<file path="src/rtl/id_ex_stage.sv">
// ID/EX pipeline register with load-use hazard detection.
//
// Captures the decoder control bundle, register operands, immediate, register
// specifiers and PC+4 from ID and presents them to EX one cycle later. A load
// in EX whose destination (rt) is read by the valid instruction in ID raises a
// hazard. The hazard zeroes the decoder controls (controlmux), freezes PC and
// IF/ID, and loads a bubble into EX.
//
// Update priority at each edge: flush > ex_stall (hold) > hazard > normal load.
//
// Ports:
//   clk, rst_n                      clock, async active-low reset
//   id_* (controls, ALUOp, valid)   decoder outputs for the ID instruction
//   id_rs/rt/rd, id_rdata1/2        register specifiers and read data
//   id_imm, id_pc4                  sign-extended immediate, PC+4
//   flush                           kill the ID instruction (taken branch/jump)
//   ex_stall                        EX cannot accept; hold this stage
//   controlmux                      to decoder; 0 forces all controls to zero
//   pc_write, ifid_write            PC and IF/ID load enables
//   ex_*                            registered copies presented to EX
//   bubble_cnt                      saturating count of bubbles inserted
module id_ex_stage #(
  parameter int unsigned DATA_W = 32,
  parameter int unsigned CNT_W  = 16
) (
  input  logic              clk,
  input  logic              rst_n,
  input  logic              id_RegDst,
  input  logic              id_Jump,
  input  logic              id_Branch,
  input  logic              id_MemRead,
  input  logic              id_MemtoReg,
  input  logic              id_MemWrite,
  input  logic              id_ALUSrc,
  input  logic              id_RegWrite,
  input  logic [1:0]        id_ALUOp,
  input  logic              id_valid,
  input  logic [4:0]        id_rs,
  input  logic [4:0]        id_rt,
  input  logic [4:0]        id_rd,
  input  logic [DATA_W-1:0] id_rdata1,
  input  logic [DATA_W-1:0] id_rdata2,
  input  logic [DATA_W-1:0] id_imm,
  input  logic [DATA_W-1:0] id_pc4,
  input  logic              flush,
  input  logic              ex_stall,
  output logic              controlmux,
  output logic              pc_write,
  output logic              ifid_write,
  output logic              ex_RegDst,
  output logic              ex_Jump,
  output logic              ex_Branch,
  output logic              ex_MemRead,
  output logic              ex_MemtoReg,
  output logic              ex_MemWrite,
  output logic              ex_ALUSrc,
  output logic              ex_RegWrite,
  output logic [1:0]        ex_ALUOp,
  output logic              ex_valid,
  output logic [4:0]        ex_rs,
  output logic [4:0]        ex_rt,
  output logic [4:0]        ex_rd,
  output logic [DATA_W-1:0] ex_rdata1,
  output logic [DATA_W-1:0] ex_rdata2,
  output logic [DATA_W-1:0] ex_imm,
  output logic [DATA_W-1:0] ex_pc4,
  output logic [CNT_W-1:0]  bubble_cnt
);

  typedef struct packed {
    logic              reg_dst;
    logic              jump;
    logic              branch;
    logic              mem_read;
    logic              mem_to_reg;
    logic              mem_write;
    logic              alu_src;
    logic              reg_write;
    logic [1:0]        alu_op;
    logic              valid;
    logic [4:0]        rs;
    logic [4:0]        rt;
    logic [4:0]        rd;
    logic [DATA_W-1:0] rdata1;
    logic [DATA_W-1:0] rdata2;
    logic [DATA_W-1:0] imm;
    logic [DATA_W-1:0] pc4;
  } ex_t;

  ex_t              ex_q, ex_d, id_bundle;
  logic [CNT_W-1:0] cnt_q, cnt_d;
  logic             hazard;
  logic             insert_bubble;

  always_comb begin
    id_bundle            = '0;
    id_bundle.reg_dst    = id_RegDst;
    id_bundle.jump       = id_Jump;
    id_bundle.branch     = id_Branch;
    id_bundle.mem_read   = id_MemRead;
    id_bundle.mem_to_reg = id_MemtoReg;
    id_bundle.mem_write  = id_MemWrite;
    id_bundle.alu_src    = id_ALUSrc;
    id_bundle.reg_write  = id_RegWrite;
    id_bundle.alu_op     = id_ALUOp;
    id_bundle.valid      = id_valid;
    id_bundle.rs         = id_rs;
    id_bundle.rt         = id_rt;
    id_bundle.rd         = id_rd;
    id_bundle.rdata1     = id_rdata1;
    id_bundle.rdata2     = id_rdata2;
    id_bundle.imm        = id_imm;
    id_bundle.pc4        = id_pc4;
  end

  // Load-use: a load in EX writes rt, which the ID instruction reads. $0 never
  // carries a dependency since writes to it are discarded.
  assign hazard = ex_q.valid & ex_q.mem_read & id_valid & (ex_q.rt != 5'd0) &
                  ((ex_q.rt == id_rs) | (ex_q.rt == id_rt));

  assign controlmux = ~hazard;
  assign pc_write   = ~hazard & ~ex_stall;
  assign ifid_write = ~hazard & ~ex_stall;

  // Flush beats stall; a stalled hazard is held and re-evaluated afterwards.
  assign insert_bubble = flush | (~ex_stall & hazard);

  always_comb begin
    ex_d  = ex_q;
    cnt_d = cnt_q;
    if (insert_bubble) begin
      ex_d = '0;
    end else if (!ex_stall) begin
      ex_d = id_bundle;
    end
    if (insert_bubble && (cnt_q != {CNT_W{1'b1}})) begin
      cnt_d = cnt_q + CNT_W'(1);
    end
  end

  always_ff @(posedge clk or negedge rst_n) begin
    if (!rst_n) begin
      ex_q  <= '0;
      cnt_q <= '0;
    end else begin
      ex_q  <= ex_d;
      cnt_q <= cnt_d;
    end
  end

  assign ex_RegDst   = ex_q.reg_dst;
  assign ex_Jump     = ex_q.jump;
  assign ex_Branch   = ex_q.branch;
  assign ex_MemRead  = ex_q.mem_read;
  assign ex_MemtoReg = ex_q.mem_to_reg;
  assign ex_MemWrite = ex_q.mem_write;
  assign ex_ALUSrc   = ex_q.alu_src;
  assign ex_RegWrite = ex_q.reg_write;
  assign ex_ALUOp    = ex_q.alu_op;
  assign ex_valid    = ex_q.valid;
  assign ex_rs       = ex_q.rs;
  assign ex_rt       = ex_q.rt;
  assign ex_rd       = ex_q.rd;
  assign ex_rdata1   = ex_q.rdata1;
  assign ex_rdata2   = ex_q.rdata2;
  assign ex_imm      = ex_q.imm;
  assign ex_pc4      = ex_q.pc4;
  assign bubble_cnt  = cnt_q;

endmodule
</file>
<file path="config.mk">
export PLATFORM = sky130hd
export DESIGN_NAME = id_ex_stage
export DESIGN_NICKNAME = d
export VERILOG_FILES = /design/src/rtl/id_ex_stage.sv
export SDC_FILE = /design/constraint.sdc
export NUM_CORES = 1
export LEC_CHECK = 0
export CORE_ASPECT_RATIO = 0.75
export CORE_MARGIN = 1.5
export CORE_UTILIZATION = 39
export CTS_CLUSTER_DIAMETER = 80
export DETAILED_ROUTE_END_ITERATION = 10
export PLACE_DENSITY = 0.88
export SLEW_MARGIN = 20
export SYNTH_ARGS = -nofsm -noshare
export SYNTH_HDL_FRONTEND = slang
export SYNTH_SLANG_ARGS = --single-unit
export TNS_END_PERCENT = 20
</file>
<file path="constraint.sdc">
create_clock -name clk -period 2.1 [get_ports clk]
set_input_delay 0.21 -clock clk [delete_from_list [all_inputs] [get_ports clk]]
set_output_delay 0.21 -clock clk [all_outputs]
set_load 0.02 [all_outputs]
</file>
== Word level (Yosys, flattened, before mapping) ==
Index checks and enable logic that the tools add are counted.
Word-level totals
  bits of input ports: 158
  word-level logic and storage cells: 37
  register bits after elaboration: 170
  output and inout bits: 173
Cells by class
  $add $sub $neg: 1
  equality and inequality tests: 4
  reductions and logical operators: 2
  bitwise operators: 10
  muxes and demuxes: 2
Operators by type and width (count)
  $mux 154: 2
  $add 16x1->16 const B: 1
  $ne 16x16->1 const B: 1
  $eq 5x5->1: 2
  $and 1x1->1: 6
  $reduce_bool 5->1: 1
  $ne 2x1->1 const B: 1
  $not 1->1: 2
  $or 1x1->1: 2
  $logic_and 1x1->1: 1

== Depth between registers and ports, before layout ==
  depth after elaboration: 7
  gate-level depth with buffers: 8
  gate-level depth less buffers: 6

== Least setup slack after synthesis ==
Ideal clock, no wire load.
  path type: register to output
  from: reg ex_q, in the netlist ex_rt[1]
  to: out pc_write
  slack: -0.465 ns
  data required time: 1.890 ns
  path buffers: 3
  data arrival time: 2.355 ns
  cell stages (with the launch flop): 8
  cell sequence: dfrtp_1 or4_1 o2111ai_1 or2_2 buf_4 buf_4 nor2b_1 buf_4
Between the ends
  word-level cells in the longest chain between the ends: 5
  elaborated cells on any way between the ends: 8
  those cells by class: eq/ne (2); bitwise (5); reduce/logical (1)
Ends and longest elaborated chain
  start, declared: line 90  | ex_t ex_q, ex_d, id_bundle;
  start signal, assigned: line 143  | ex_q <= '0;
  start signal, assigned: line 146  | ex_q <= ex_d;
  $eq 5x5->1 or $reduce_bool 5->1 (tied branches): line 119, 118
  $or 1x1->1 or $and 1x1->1 (tied branches): line 119, 118
  $and 1x1->1 (*): line 118  | assign hazard = ex_q.valid & ex_q.mem_read & id_valid & (ex_q.rt != 5'd0) &
  $not 1->1 (*)
  named net controlmux: line 47  | output logic controlmux,
  $and 1x1->1 (*): line 122  | assign pc_write = ~hazard & ~ex_stall;
  end, declared: line 48  | output logic pc_write,
The timed path passes the listed nets; every way through them passes the cells marked *.

== Worst setup path after layout ==
  from: reg ex_q, in the netlist ex_rt[1]
  to: out pc_write
Between the ends
  word-level cells in the longest chain between the ends: 5
  elaborated cells on any way between the ends: 8
  those cells by class: eq/ne (2); bitwise (5); reduce/logical (1)
Ends and longest elaborated chain (line)
  $eq 5x5->1 or $reduce_bool 5->1 (tied branches): 119, 118
  $or 1x1->1 or $and 1x1->1 (tied branches): 119, 118
  $and 1x1->1 (*): 118
  $not 1->1 (*): 122
  $and 1x1->1 (*): 122
Every way passes the cells marked *; elsewhere a longest branch is shown, timed or not.

==> flow_metrics.tcl <==
set metrics [dict create \
    die_w_um 165 \
    maxCapViolCount 0 \
    synth_edf_count 0 \
    synth-warning-count 0 \
    io_pins 331 \
    synthArstFlopShare 1.00 \
    cts_max_level 4 \
    cts_tree "yes" \
    synthFlopType "dfrtp_1" \
    fin_crit_ps 2350 \
    via_count 6912 \
    power.leakage_nw 4.88 \
    ys_top_cells_by_area "dfrtp_1 56%, nand3b_1 15%, a21oi_1 10%" \
    yosysTopAreaCell "dfrtp_1" \
    syn_area_per_cell_um2 9.85 \
    synth_top_area_frac 0.556 \
    highest_layer "met4" \
    crit_cells 8 \
    crit_required_ps 1890 \
    wl_per_cell_um 17.3 \
    cts_made_buffers 17 \
    nets 1246 \
    die_y_um 124 \
    skew_ps 8.38 \
    status "finished with violations" \
    ys_seq_elements 170 \
    yosys-top-cells-count "170 x dfrtp_1, 160 x nand2_1, 155 x nand3b_1" \
    synthCells 777 \
    die-area_mm2 0.0205 \
    track_usage 0.225 \
    slowest_stage "dfrtp_2" \
    critPathMaxFanout 4 \
    slew_violations 0 \
    finish.utilization 0.621 \
    critPathKind "reg2out" \
    ir_drop_v 0.000476 \
    cp_top_family "simple AND/OR/NAND/NOR gates" \
    yosysMostFrequentCell "dfrtp_1" \
    startpoint_type "flop" \
    rows 44 \
    ant_nets 0 \
    hpwl_mm 16.0 \
    clock_path_buffers 2 \
    wl_met3_mm 2.19 \
    setup-tns-final_ps -13940 \
    routed_wl_mm 23.4 \
    grt_overflow 0 \
    synth_fp_nets 936 \
    drc 0 \
    start_util 0.397 \
    setup_viol 130 \
    antenna_found_initial 0 \
    r2r.worst_path.cells 11 \
    vias_per_cell 5.11 \
    grt_max_degree 155 \
    core-area_mm2 0.0193 \
    grt_pass1_wl_mm 36.2 \
    drt_pass1_iterations 5 \
    fin_ws_ps -255 \
    power.density_mw_per_mm2 721 \
    slew_headroom 0.523 \
    clk_latency_ps 420 \
    layout-drive-gt1-share 0.0874 \
    finalCritPeriodShare 1.12 \
    critPathMostFrequentCell "buf_6" \
    violations "negative setup slack" \
    area_delta_synth_final_pct 56.5 \
    pre_cts_ws_ps -322 \
    crit_path_max_incr_delay_ps 410 \
    whs_ps 163 \
    hold_viol 0 \
    place_congestion 0.840 \
    endpoint_kind "primary output" \
    cts_root_buf "clkbuf_16" \
    clk_pin_slew_worst_paths_ps 70 \
    wl_met2_mm 11.0 \
    worst_pin_slew_ps 715 \
    cts.sinks 170 \
    hold_depth 3 \
    met1_length_mm 9.65 \
    drt_iter0_drc 537 \
    hold_class "in2reg" \
    n_antenna_cell 0 \
    port-buffer-count 330 \
    fmax_ghz 0.425 \
    ys_types 28 \
    rsz0062_at_grt "true" \
    grt_pass1_vias 6940 \
    cp_num_buf_inv 3 \
    syn_area_mm2 0.00765 \
    yosysSeqAreaShare 0.556 \
    cp.arrival_ps 2140 \
    crit_chain "buf_6 -> xor2_1 -> nor3_1 -> a22oi_1 -> or2_4 -> nor2b_4 -> buf_6 -> buf_6" \
]
[cell usage in the layout (no fill, tap or decap), types with 2 or more instances in the layout]
cell and n:
a21oi_2 13, clkbuf_16 17, a21oi_1 141, inv_6 5
mux2_2 2, buf_12 7, dfrtp_1 168, nor3_1 2
nand3b_1 155, clkdlybuf4s50_1 324, dfrtp_2 2, and3_1 4
bufinv_16 2, nand3_1 9, nor2_1 6, nand2_1 159
xor2_1 9, xnor2_1 13, buf_4 18, nand4_1 6
buf_6 10, inv_8 3
[metrics by stage]
| stage | area [um2] | instances | total power, W |
|---|---|---|---|
| 6_report | 12000 | 1352 | 0.00863 |
| 5_1_grt | 12000 | 1352 | 0.00901 |
| 2_1_floorplan | 7680 | 777 | 0.00444 |
| 3_3_place_gp | 11200 | 1316 | 0.00542 |
| 3_5_place_dp | 11200 | 1316 | 0.00546 |
| 4_1_cts | 11900 | 1350 | 0.00870 |
[layer usage]
metal / global-route usage / vias to the layer above
met1: 0.283 / 3362
li1: - / 3264
met2: 0.358 / 252
met3: 0.0786 / 34
met5: 0 / -
met4: 0.0832 / 0
[worst register-to-register path, cell delays in order (launching register included)]
cell,delay [ps]
dfrtp_2,410
buf_6,130
xor2_1,150
nor3_1,230
a22oi_1,120
or2_4,290
buf_4,130
buf_4,130
buf_8,140
buf_16,190
nand3b_1,170
a21oi_1,80
[logic make-up after synthesis]
| family | share of synthesized area |
|---|---|
| buffers and inverters | 0.0509 |
| and+or+nand+nor | 0.256 |
| adders and majority gates | 0.00164 |
| AOI/OAI and AO/OA | 0.105 |
| DFF | 0.556 |
| xor gates and xnor gates | 0.0275 |
| muxes | 0.00294 |
[worst paths after layout]
check / start / endpoint / slack [ps]
min in group asynchronous: rst_n / ex_rdata2[14] / 280
worst min-delay path: ex_stall / ex_RegDst / 160
worst min register to register: bubble_cnt[10] / bubble_cnt[10] / 500
max in group asynchronous: rst_n / ex_pc4[27] / 1100
worst max-delay path: ex_rt[1] / pc_write / -250
worst max register to register: ex_rt[1] / ex_pc4[27] / -230
[cell type report]
cell class              instances  area (um2)
clock buffers                  18         439
flip-flops and latches        170        4260
clock inverters                13         159
well taps                     253         317
fillers                      1536        7300
multi-input cells             534        3110
repair buffers                363        3690
inverters                       1        3.75
[timing repair]
action                                  4_1_cts  5_1_grt
hold buffers                                  1        0
resized for setup                            21       18
pin swaps                                    54       41
endpoints found under the hold margin        33        0
buffers inserted                              2        2
endpoints found under the setup margin      142      163
[flip-flops by register name, summed over array words and instances (netlist names)]
signal,flops
ex_Branch,1
ex_rd,5
ex_pc4,32
ex_ALUOp,2
bubble_cnt,16
ex_Jump,1
ex_RegDst,1
ex_ALUSrc,1
ex_valid,1
ex_MemWrite,1
ex_rdata1,32
ex_RegWrite,1
ex_MemtoReg,1
ex_rs,5
ex_imm,32
ex_MemRead,1
ex_rdata2,32
ex_rt,5
[report_power, final]
group	total (W)	switching, W	internal, W
clock network	0.00319	0.00137	0.00182
registers	0.00365	0.000158	0.00349
logic	0.00179	0.000862	0.000925
Note: power is estimated with default switching activity, not from simulation.
